===== src/rtl/dmem_access_master.sv =====
// rtl/dmem_access_master.sv - data-memory port initiator: single/double word load/store sequencing
// All outputs are registered from the next-state decode; read data is tracked by a latency tag pipe.
module dmem_access_master #(
  parameter int RD_LAT = 1
) (
  input  logic        clk,
  input  logic        reset,
  input  logic        req_valid,
  output logic        req_ready,
  input  logic [1:0]  req_op,
  input  logic [31:0] req_addr,
  input  logic [31:0] req_wdata0,
  input  logic [31:0] req_wdata1,
  output logic        resp_valid,
  output logic        resp_err,
  output logic [31:0] resp_rdata0,
  output logic [31:0] resp_rdata1,
  output logic        mem_read,
  output logic        mem_write,
  output logic [31:0] mem_address,
  output logic [31:0] mem_data_out,
  input  logic [31:0] mem_data_in,
  output logic        ldw_sdw,
  output logic        second_cycle
);

  typedef enum logic [2:0] {S_IDLE, S_ACC1, S_ACC2, S_WAIT, S_RESP} state_t;

  state_t state, nxt;

  logic [1:0]        op_q;
  logic [31:0]       addr_q;
  logic [31:0]       wdata1_q;
  logic [31:0]       rbuf0;
  logic [RD_LAT-1:0] tag_v;
  logic [RD_LAT-1:0] tag_i;
  logic              tag_last_v, tag_last_i, cap0, accept;

  logic        req_ready_d, resp_valid_d, resp_err_d;
  logic        mem_read_d, mem_write_d, ldw_sdw_d, second_cycle_d;
  logic [31:0] mem_address_d, mem_data_out_d;

  assign accept     = req_valid & req_ready;
  assign tag_last_v = tag_v[RD_LAT-1];
  assign tag_last_i = tag_i[RD_LAT-1];
  assign cap0       = tag_last_v & ~tag_last_i;

  // op[0] set means store, op[1] set means double-word
  always_comb begin
    nxt = state;
    case (state)
      S_IDLE: if (accept) nxt = (req_op[1] && req_addr[0]) ? S_RESP : S_ACC1;
      S_ACC1: nxt = op_q[1] ? S_ACC2 : (op_q[0] ? S_RESP : S_WAIT);
      S_ACC2: nxt = op_q[0] ? S_RESP : S_WAIT;
      S_WAIT: if (tag_last_v && (tag_last_i == op_q[1])) nxt = S_RESP;
      S_RESP: nxt = S_IDLE;
      default: nxt = S_IDLE;
    endcase
  end

  // ACC1 is only ever entered from IDLE, so it takes the live request fields
  always_comb begin
    req_ready_d    = (nxt == S_IDLE);
    resp_valid_d   = (nxt == S_RESP);
    resp_err_d     = (state == S_IDLE) && (nxt == S_RESP);
    mem_read_d     = 1'b0;
    mem_write_d    = 1'b0;
    ldw_sdw_d      = 1'b0;
    second_cycle_d = 1'b0;
    mem_address_d  = 32'h0;
    mem_data_out_d = 32'h0;
    if (nxt == S_ACC1) begin
      mem_read_d     = ~req_op[0];
      mem_write_d    = req_op[0];
      ldw_sdw_d      = req_op[1];
      mem_address_d  = req_addr;
      mem_data_out_d = req_op[0] ? req_wdata0 : 32'h0;
    end else if (nxt == S_ACC2) begin
      mem_read_d     = ~op_q[0];
      mem_write_d    = op_q[0];
      ldw_sdw_d      = 1'b1;
      second_cycle_d = 1'b1;
      mem_address_d  = addr_q + 32'd1;
      mem_data_out_d = op_q[0] ? wdata1_q : 32'h0;
    end
  end

  always_ff @(posedge clk or posedge reset) begin
    if (reset) begin
      state        <= S_IDLE;
      op_q         <= 2'b00;
      addr_q       <= 32'h0;
      wdata1_q     <= 32'h0;
      rbuf0        <= 32'h0;
      tag_v        <= '0;
      tag_i        <= '0;
      req_ready    <= 1'b0;
      resp_valid   <= 1'b0;
      resp_err     <= 1'b0;
      resp_rdata0  <= 32'h0;
      resp_rdata1  <= 32'h0;
      mem_read     <= 1'b0;
      mem_write    <= 1'b0;
      ldw_sdw      <= 1'b0;
      second_cycle <= 1'b0;
      mem_address  <= 32'h0;
      mem_data_out <= 32'h0;
    end else begin
      state        <= nxt;
      req_ready    <= req_ready_d;
      resp_valid   <= resp_valid_d;
      resp_err     <= resp_err_d;
      mem_read     <= mem_read_d;
      mem_write    <= mem_write_d;
      ldw_sdw      <= ldw_sdw_d;
      second_cycle <= second_cycle_d;
      mem_address  <= mem_address_d;
      mem_data_out <= mem_data_out_d;
      if (accept) begin
        op_q     <= req_op;
        addr_q   <= req_addr;
        wdata1_q <= req_wdata1;
      end
      // A tag enters for each cycle the registered read strobe is on the bus
      tag_v <= (tag_v << 1) | RD_LAT'(mem_read);
      tag_i <= (tag_i << 1) | RD_LAT'(second_cycle);
      if (cap0) rbuf0 <= mem_data_in;
      // The final word is taken straight from the bus on the edge entering RESP
      if (state == S_WAIT && nxt == S_RESP) begin
        resp_rdata0 <= cap0 ? mem_data_in : rbuf0;
        if (op_q[1]) resp_rdata1 <= mem_data_in;
      end
    end
  end

endmodule


===== config.mk =====
export PLATFORM = sky130hd
export DESIGN_NAME = dmem_access_master
export DESIGN_NICKNAME = d
export VERILOG_FILES = /design/src/rtl/dmem_access_master.sv
export SDC_FILE = /design/constraint.sdc
export NUM_CORES = 1
export LEC_CHECK = 0
export CAP_MARGIN = 15
export CORE_MARGIN = 10
export CORE_UTILIZATION = 52
export CTS_CLUSTER_SIZE = 8
export DETAILED_ROUTE_END_ITERATION = 8
export MAX_ROUTING_LAYER = met4
export PLACE_DENSITY = 0.86
export SETUP_SLACK_MARGIN = 0.05
export SYNTH_ARGS = -nofsm -noshare
export SYNTH_HDL_FRONTEND = slang
export SYNTH_SLANG_ARGS = --single-unit

===== constraint.sdc =====
create_clock -name clk -period 16.6 [get_ports clk]
set_clock_uncertainty 0.05 [all_clocks]
set_input_delay 3.32 -clock clk [delete_from_list [all_inputs] [get_ports clk]]
set_output_delay 3.32 -clock clk [all_outputs]
set_load 0.02 [all_outputs]

Word level (Yosys, flattened, before mapping)

Cells that the tools add are included.

Bits in registers: 238
Output and inout bits: 135
Input port bits: 133

Bitwise logic cells: 5
Add/subtract/negate cells: 1
Eq/ne operators: 7
Muxes and demuxes: 20
Reductions and logical operators: 7

Operators by type and width:

| operator                | number |
|---|---|
| $mux W32                | 7 |
| $add A32 B1 Y32 const B | 1 |
| $mux W3                 | 5 |
| $pmux W3 S4             | 1 |
| $eq A3 B2 Y1 const B    | 3 |
| $mux W1                 | 7 |
| $eq A3 B1 Y1 const B    | 2 |
| $logic_not A3 Y1        | 2 |
| $logic_and A1 B1 Y1     | 4 |
| $eq A3 B3 Y1 const B    | 1 |
| $not A1 Y1              | 3 |
| $and A1 B1 Y1           | 2 |
| $reduce_and A2 Y1       | 1 |
| $eq A1 B1 Y1            | 1 |

Logic depth before layout (Yosys ltp)

Gate-level depths: netlist of run 1.

Depth in word-level cells: 7
Depth in mapped cells: 7

Worst setup path after synthesis of run 1

Ideal clock, no wire load.

Path kind: input to register
Start point: input req_valid
End point: register mem_data_out[10]
Buffers on the path: 2
Data arrival time: 4.583 ns
Setup slack: 11.902 ns
Cell stages on the path: 7
Required time: 16.485 ns
Cells stage by stage: nand2_1 -> or4_4 -> a21oi_4 -> and2_1 -> buf_4 -> buf_6 -> a22o_1

Word-level cells in the longest chain between the ends: 6

RTL lines:

| what                   | RTL line | RTL |
|---|---|---|
| from (decl)            | 8        | `input logic req_valid,` |
| $and A1 B1 Y1 (*)      | 43       | `assign accept = req_valid & req_ready;` |
| $mux W3 (*)            | 52       | `S_IDLE: if (accept) nxt = (req_op[1] && req_addr[0]) ? S_RESP : S_ACC1;` |
| $pmux W3 S4 (*)        | 51       | `case (state)` |
| $eq A3 B2 Y1           | 78       | `end else if (nxt == S_ACC2) begin` |
| $mux W32               | 78       |  |
| $mux W32 (*)           | 72       | `if (nxt == S_ACC1) begin` |
| via mem_data_out_d[10] | 41       | `logic [31:0] mem_address_d, mem_data_out_d;` |
| to (signal assigned)   | 118      | `mem_data_out <= mem_data_out_d;` |
| to (decl)              | 21       | `output logic [31:0] mem_data_out,` |

The timed path passes the listed nets; every way through them passes the cells marked *.
A chain may end at the register's enable or synchronous reset.

Worst setup path after layout of run 1

Start point: input req_valid
End point: register mem_data_out[3]

The elaborated chain is that of the path after synthesis.

==> impl_metrics.xml, run 1 <==
<?xml version="1.0" encoding="UTF-8"?>
<metrics>
  <group name="clock_tree">
    <metric name="tritoncts" unit="">yes</metric>
    <metric name="cts_setup_buffers" unit="">0</metric>
    <metric name="worst_setup_hold_path_clk_slew" unit="ns">0.05</metric>
    <metric name="cts_repair_resize_count" unit="">0</metric>
    <metric name="cts_htree_levels" unit="">2</metric>
    <metric name="clock_sinks" unit="">238</metric>
    <metric name="clk_latency" unit="ns">0.48</metric>
    <metric name="clock_tree.root_cell" unit="">clkbuf_16</metric>
    <metric name="buffers_from_clock_root_to_sink_at_most" unit="">3</metric>
    <metric name="post_cts_hold_buffer_count" unit="">0</metric>
    <metric name="tritoncts.num_buffers" unit="">35</metric>
  </group>
  <group name="final_layout">
    <metric name="fraction_of_layout_instances_using_a_drive_strength_above_1" unit="%">23.1</metric>
    <metric name="final_nets" unit="">1063</metric>
    <metric name="area_delta_synth_final" unit="%">39.9</metric>
    <metric name="mostFrequentLayoutCell" unit="">clkdlybuf4s50_1</metric>
    <metric name="final_cell_mix" unit="">267 x clkdlybuf4s50_1, 238 x dfrtp_1, 149 x mux2_2</metric>
  </group>
  <group name="hold_path">
    <metric name="holdCritStartpoint" unit="">mem_read</metric>
    <metric name="hold_path_depth" unit="">0</metric>
    <metric name="hold_end" unit="">tag_last_v</metric>
    <metric name="min_path_type" unit="">flip-flop to flip-flop</metric>
  </group>
  <group name="power">
    <metric name="swShare" unit="%">31.1</metric>
    <metric name="share_of_power_burned_in_the_clock_network" unit="%">26.4</metric>
    <metric name="power.switching" unit="uW">722</metric>
    <metric name="post_route_total_power" unit="uW">2320</metric>
    <metric name="worst_ir_drop_vdd" unit="mV">0.120</metric>
    <metric name="power_per_cell_area" unit="nW/um2">176</metric>
    <metric name="internal_power" unit="uW">1600</metric>
    <metric name="total_leakage_power" unit="uW">0.00561</metric>
    <metric name="share_of_power_burned_in_registers" unit="%">40.4</metric>
    <metric name="logic_gate_share_of_total_power" unit="%">33.2</metric>
  </group>
  <group name="logic_synthesis">
    <metric name="synth_largest_area_cell" unit="">dfrtp_1</metric>
    <metric name="post_synth_main_area_contributors" unit="">dfrtp_1 63%, mux2_2 18%, a22o_1 3.1%, xnor2_1 2.0%, nand2_1 1.7%</metric>
    <metric name="synth-warning-count" unit="">0</metric>
    <metric name="ys.flop_type" unit="">dfrtp_1</metric>
    <metric name="synth_top_area_share" unit="%">63.0</metric>
    <metric name="post_synth_instance_area" unit="um2">9460</metric>
    <metric name="synth_enable_flop_cells" unit="">0</metric>
    <metric name="async_flop_share" unit="%">100</metric>
    <metric name="syn_inst" unit="">656</metric>
    <metric name="syn-mean-instance-area" unit="um2">14.4</metric>
    <metric name="number_of_synthesized_register_bits" unit="">238</metric>
    <metric name="synth_seq_area_share" unit="%">63.0</metric>
    <metric name="post_synthesis_cell_type_count" unit="">42</metric>
    <metric name="syn-num-nets" unit="">790</metric>
  </group>
  <group name="timing">
    <metric name="finalMaxSlewViolations" unit="">0</metric>
    <metric name="setup_violations" unit="">0</metric>
    <metric name="slew_headroom" unit="%">24.4</metric>
    <metric name="setup_repair_after_global_routing_missed_its_margin" unit="">no</metric>
    <metric name="period_minus_slack" unit="ns">6.31</metric>
    <metric name="setup_tns" unit="ns">0</metric>
    <metric name="achievable-frequency" unit="MHz">159</metric>
    <metric name="worstMarginPinSlew" unit="ns">1.13</metric>
    <metric name="post-route-period-util" unit="%">38.0</metric>
    <metric name="final_hold_viol_count" unit="">0</metric>
  </group>
  <group name="global_route">
    <metric name="grt_pass1_vias" unit="">6660</metric>
    <metric name="grt-ovfl-total" unit="">0</metric>
    <metric name="grt_start_max_net_pins" unit="">93</metric>
    <metric name="globalRouteTotalUtil" unit="%">20.4</metric>
    <metric name="grt_first_pass_wirelength" unit="um">38000</metric>
    <metric name="grt_antenna_before_repair" unit="">0</metric>
  </group>
  <group name="routing">
    <metric name="drt-pass1-iter-count" unit="">5</metric>
    <metric name="drcViolationCount" unit="">0</metric>
    <metric name="drt_wl_total" unit="um">24700</metric>
    <metric name="drt-wirelength-per-cell" unit="um">21.3</metric>
    <metric name="drt_initial_violations" unit="">261</metric>
    <metric name="num_vias" unit="">6271</metric>
    <metric name="vias_per_cell" unit="">5.41</metric>
    <metric name="ant_nets" unit="">0</metric>
  </group>
  <group name="floorplanning">
    <metric name="core-area" unit="um2">17900</metric>
    <metric name="floorplan.rows" unit="">49</metric>
    <metric name="fp.dieW" unit="um">155</metric>
    <metric name="start_util" unit="%">52.8</metric>
    <metric name="die_area" unit="um2">24000</metric>
    <metric name="top_level_ports" unit="">268</metric>
    <metric name="die_height" unit="um">155</metric>
  </group>
  <group name="critical_path">
    <metric name="crit_path_end_kind" unit="">flip-flop</metric>
    <metric name="worstReg2RegEnd" unit="">mem_data_out[3]</metric>
    <metric name="worst_r2r_startpoint" unit="">req_ready</metric>
    <metric name="worst-endpoint-required" unit="ns">16.96</metric>
    <metric name="worstPathArrival" unit="ns">6.67</metric>
    <metric name="startpoint_type" unit="">input pin</metric>
    <metric name="crit_path_max_fanout" unit="">67</metric>
    <metric name="worst-setup-path-type" unit="">input pin to flip-flop</metric>
    <metric name="ff2ff_setup_slack" unit="ns">13.22</metric>
    <metric name="worstRegToRegCells" unit="">7</metric>
  </group>
  <group name="placed_design">
    <metric name="total_of_buffers_placed_on_input_and_output_ports" unit="">267</metric>
    <metric name="globalplace.congestion" unit="">0.826</metric>
    <metric name="dp.final_hpwl" unit="um">17300</metric>
  </group>
  <group name="run">
    <metric name="max_cap_viols" unit="">0</metric>
  </group>
  <group name="status">
    <metric name="run_status" unit="">finished clean</metric>
  </group>
</metrics>
synth_stat cells (2+ instances only):
cell type	count
dfrtp_1	238
mux2_2	149
nand2_1	43
a22o_1	34
xnor2_1	22
o21ai_0	19
clkbuf_1	14
mux2_1	13
nand3_1	12
o21ai_1	11
inv_1	10
buf_2	9
xor2_1	9
buf_6	7
nor4_2	7
nor2_1	6
buf_1	5
nor3_1	5
and3_1	4
a21oi_1	3
and2_1	3
nand2b_1	3
nand4_1	3
or2_2	3
or3_1	3
nor3_2	2
nor4_4	2
o221ai_1	2
or4_4	2
registers in the layout, indices dropped and copies added (netlist names), 2 cells and up:
signal / flops
state: 3
mem_address: 32
addr_q: 32
rbuf0: 32
resp_rdata0: 32
mem_data_out: 32
resp_rdata1: 32
op_q: 2
wdata1_q: 32
worst max-delay path by stage:
| stage | slack, ns | cells after the start | endpoint | startpoint |
|---|---|---|---|---|
| final | 10.30 | 8 | mem_data_out[3] | req_valid |
| after global routing | 10.13 | 8 | mem_data_out[3] | req_valid |
| after CTS | 9.97 | 7 | mem_data_out[3] | req_valid |
| after detailed placement | 9.50 | 7 | mem_data_out[3] | req_valid |
| after global placement | 9.55 | 7 | mem_data_out[11] | req_valid |
| after floorplan | 6.70 | 1 | addr_q[0] | reset |
cell families after synthesis:
kind of cell,after synthesis,synth area share [%]
AOI/OAI and AO/OA,73,5.53
xor gates and xnor gates,31,2.87
adders and majority gates,1,0.132
buffers and inverters,47,2.58
DFF,238,63.0
muxes,162,19.3
and+or+nand+nor,104,6.63
per-stage QoR:
stage | area (um2) | hold WS, ns | setup WS (ns) | instances | util, %
after global placement | 12200 | 0.310 | 9.55 | 1119 | 68.4
final | 13200 | 0.314 | 10.30 | 1160 | 73.9
after detailed placement | 12200 | 0.314 | 9.50 | 1119 | 68.4
after floorplan | 9460 | 0.408 | 6.70 | 656 | -
after global routing | 13200 | 0.329 | 10.13 | 1159 | 73.9
after CTS | 13200 | 0.319 | 9.97 | 1157 | 73.7
per-layer routing:
metal / track usage [%] / vias up / part of all wire (%)
met5: - / - / 0
met4: 5.44 / 0 / 1.6
met3: 5.96 / 30 / 7.5
met2: 32.9 / 232 / 50
met1: 24.7 / 3156 / 41
li1: - / 2853 / -
critical path: stages:
cell	delay (ns)
clkdlybuf4s50_1	0.47
nand2_2	0.05
buf_4	0.38
or4_4	0.57
a21oi_4	0.77
and2_1	0.66
buf_8	0.25
a22o_1	0.17
final cells by class:
cell class | instances | area [um2]
Tap cell | 229 | 287
Sequential cell | 238 | 5960
Fill cell | 1132 | 4670
Inverter | 11 | 48.8
Multi-Input combinational cell | 371 | 3260
Antenna cell | 1 | 2.50
Timing Repair Buffer | 272 | 2740
Clock buffer | 38 | 940
power by group through the flow:
stage | combinational, uW | sequential, uW | clock (uW)
global placement | 753 | 931 | 0
global route | 825 | 963 | 655
finish | 772 | 939 | 613
CTS | 779 | 939 | 628
floorplan | 339 | 1030 | 0
detailed placement | 771 | 942 | 0
Note: power is estimated with default switching activity, not from simulation.
==> run 2, diff against run 1 <==
- CORE_UTILIZATION: 52 -> 48
- PLACE_DENSITY: 0.86 -> 0.8
- clock period: 16.6 -> 5.9 ns (I/O delays scaled with it)
==> run 2 against run 1 <==
Design area increased by 0.35%. Critical path depth decreased by 1. Register-to-register slack got worse by 10 ns. Count of clock-buffer cells in the layout unchanged. Die area increased by 7.2%. Clock power increased to 2.8 times the previous value. Via count decreased by 1.7%. Critical endpoint is now mem_data_out[29]. Largest cell class unchanged. Highest routed layer unchanged.
==> impl_metrics.xml, run 2 (synthesized netlist as in run 1, its figures left out) <==
<?xml version="1.0" encoding="UTF-8"?>
<metrics>
  <group name="critical_path">
    <metric name="worstReg2RegEnd" unit="">resp_rdata1[21]</metric>
    <metric name="startpoint_type" unit="">input pin</metric>
    <metric name="crit_path_end" unit="">mem_data_out[29]</metric>
    <metric name="worst-endpoint-required" unit="ns">6.26</metric>
    <metric name="crit_path_max_fanout" unit="">37</metric>
    <metric name="worst-setup-path-type" unit="">input pin to flip-flop</metric>
    <metric name="ff2ff_setup_slack" unit="ns">2.99</metric>
    <metric name="worst_r2r_startpoint" unit="">op_q[1]</metric>
    <metric name="worstRegToRegCells" unit="">5</metric>
    <metric name="worstSetupStartpoint" unit="">req_valid</metric>
    <metric name="crit_path_end_kind" unit="">flip-flop</metric>
    <metric name="worstPathArrival" unit="ns">3.76</metric>
  </group>
  <group name="power">
    <metric name="total_leakage_power" unit="uW">0.00561</metric>
    <metric name="power_per_cell_area" unit="nW/um2">491</metric>
    <metric name="worst_ir_drop_vdd" unit="mV">0.302</metric>
  </group>
  <group name="clock_tree">
    <metric name="clk_latency" unit="ns">0.48</metric>
    <metric name="cts_repair_resize_count" unit="">0</metric>
    <metric name="buffers_from_clock_root_to_sink_at_most" unit="">3</metric>
    <metric name="cts_htree_levels" unit="">2</metric>
    <metric name="tritoncts.num_buffers" unit="">35</metric>
    <metric name="cts_setup_buffers" unit="">0</metric>
    <metric name="clock_sinks" unit="">238</metric>
    <metric name="worst_setup_hold_path_clk_slew" unit="ns">0.05</metric>
    <metric name="tritoncts" unit="">yes</metric>
    <metric name="clock_tree.root_cell" unit="">clkbuf_16</metric>
    <metric name="post_cts_hold_buffer_count" unit="">0</metric>
  </group>
  <group name="placed_design">
    <metric name="globalplace.congestion" unit="">0.820</metric>
    <metric name="total_of_buffers_placed_on_input_and_output_ports" unit="">267</metric>
    <metric name="dp.final_hpwl" unit="um">17200</metric>
    <metric name="place_worst_setup_slack" unit="ns">2.02</metric>
  </group>
  <group name="timing">
    <metric name="setup_slack" unit="ns">2.50</metric>
    <metric name="setup_tns" unit="ns">0</metric>
    <metric name="worstMarginPinSlew" unit="ns">1.02</metric>
    <metric name="setup_repair_after_global_routing_missed_its_margin" unit="">no</metric>
    <metric name="post-route-period-util" unit="%">57.6</metric>
    <metric name="period_minus_slack" unit="ns">3.40</metric>
    <metric name="slew_headroom" unit="%">31.6</metric>
    <metric name="final_hold_viol_count" unit="">0</metric>
    <metric name="setup_violations" unit="">0</metric>
    <metric name="finalMaxSlewViolations" unit="">0</metric>
    <metric name="achievable-frequency" unit="MHz">294</metric>
  </group>
  <group name="final_layout">
    <metric name="final_nets" unit="">1066</metric>
    <metric name="final_cell_mix" unit="">267 x clkdlybuf4s50_1, 238 x dfrtp_1, 149 x mux2_2</metric>
    <metric name="area_delta_synth_final" unit="%">40.4</metric>
    <metric name="fraction_of_layout_instances_using_a_drive_strength_above_1" unit="%">23.3</metric>
    <metric name="mostFrequentLayoutCell" unit="">clkdlybuf4s50_1</metric>
  </group>
  <group name="routing">
    <metric name="ant_nets" unit="">0</metric>
    <metric name="drcViolationCount" unit="">0</metric>
    <metric name="drt_wl_total" unit="um">24300</metric>
    <metric name="num_vias" unit="">6166</metric>
    <metric name="drt-wirelength-per-cell" unit="um">20.3</metric>
    <metric name="drt_initial_violations" unit="">312</metric>
    <metric name="vias_per_cell" unit="">5.14</metric>
    <metric name="drt-pass1-iter-count" unit="">4</metric>
  </group>
  <group name="global_route">
    <metric name="grt_start_max_net_pins" unit="">118</metric>
    <metric name="grt_first_pass_wirelength" unit="um">38200</metric>
    <metric name="grt_antenna_before_repair" unit="">1</metric>
    <metric name="globalRouteTotalUtil" unit="%">19.2</metric>
    <metric name="grt_pass1_vias" unit="">6633</metric>
    <metric name="grt-ovfl-total" unit="">0</metric>
  </group>
  <group name="run">
    <metric name="max_cap_viols" unit="">0</metric>
  </group>
  <group name="hold_path">
    <metric name="hold_path_depth" unit="">0</metric>
    <metric name="min_path_type" unit="">flip-flop to flip-flop</metric>
  </group>
  <group name="floorplanning">
    <metric name="floorplan.rows" unit="">51</metric>
    <metric name="start_util" unit="%">48.8</metric>
    <metric name="core-area" unit="um2">19400</metric>
    <metric name="die_area" unit="um2">25700</metric>
    <metric name="fp.dieW" unit="um">160</metric>
    <metric name="top_level_ports" unit="">268</metric>
    <metric name="die_height" unit="um">160</metric>
  </group>
  <group name="status">
    <metric name="run_status" unit="">finished clean</metric>
  </group>
</metrics>
run 2: report_power, final:
part	internal (uW)	switching, uW
clock	1100	632
sequential	2260	369
combinational	1140	1010
run 2: final cells by class:
cell class	count	area, um2
repair buffers	275	2750
flip-flops and latches	238	5960
well taps	265	332
multi-input cells	371	3260
clock buffers	38	940
fillers	1411	6120
diodes	1	2.50
inverters	11	45.0
run 2: worst max-delay path, stage by stage:
cell and delay, ns:
clkdlybuf4s50_1 0.47, nand2_2 0.06, or4_4 0.46, a21oi_4 0.80
and2_1 0.23, buf_4 0.34, a22o_1 0.22
run 2: how the worst min path moves through the flow:
| stage | start | end | slack [ns] |
|---|---|---|---|
| 6_report | mem_read | tag_last_v | 0.32 |
| 3_3_place_gp | mem_read | tag_last_v | 0.32 |
| 4_1_cts | mem_read | tag_last_v | 0.33 |
| 5_1_grt | mem_read | tag_last_v | 0.33 |
| 2_1_floorplan | rbuf0[13] | rbuf0[13] | 0.41 |
| 3_5_place_dp | mem_read | tag_last_v | 0.32 |
run 2: metal layers:
layer	up-vias	GRT usage, %	wire, um
li1	2855	-	-
met1	3045	23.5	10200
met2	224	30.4	11700
met3	42	5.44	1700
met4	0	5.97	607
met5	-	-	0
run 2: stage by stage:
| stage | std cells | hold slack (ns) | instance area [um2] | power, uW | util (%) |
|---|---|---|---|---|---|
| floorplan | 656 | 0.408 | 9460 | 3860 | - |
| global placement | 1160 | 0.315 | 12300 | 4750 | 63.6 |
| detailed placement | 1160 | 0.316 | 12300 | 4820 | 63.6 |
| CTS | 1198 | 0.326 | 13300 | 6590 | 68.4 |
| global route | 1199 | 0.329 | 13300 | 6880 | 68.5 |
| finish | 1199 | 0.323 | 13300 | 6510 | 68.5 |
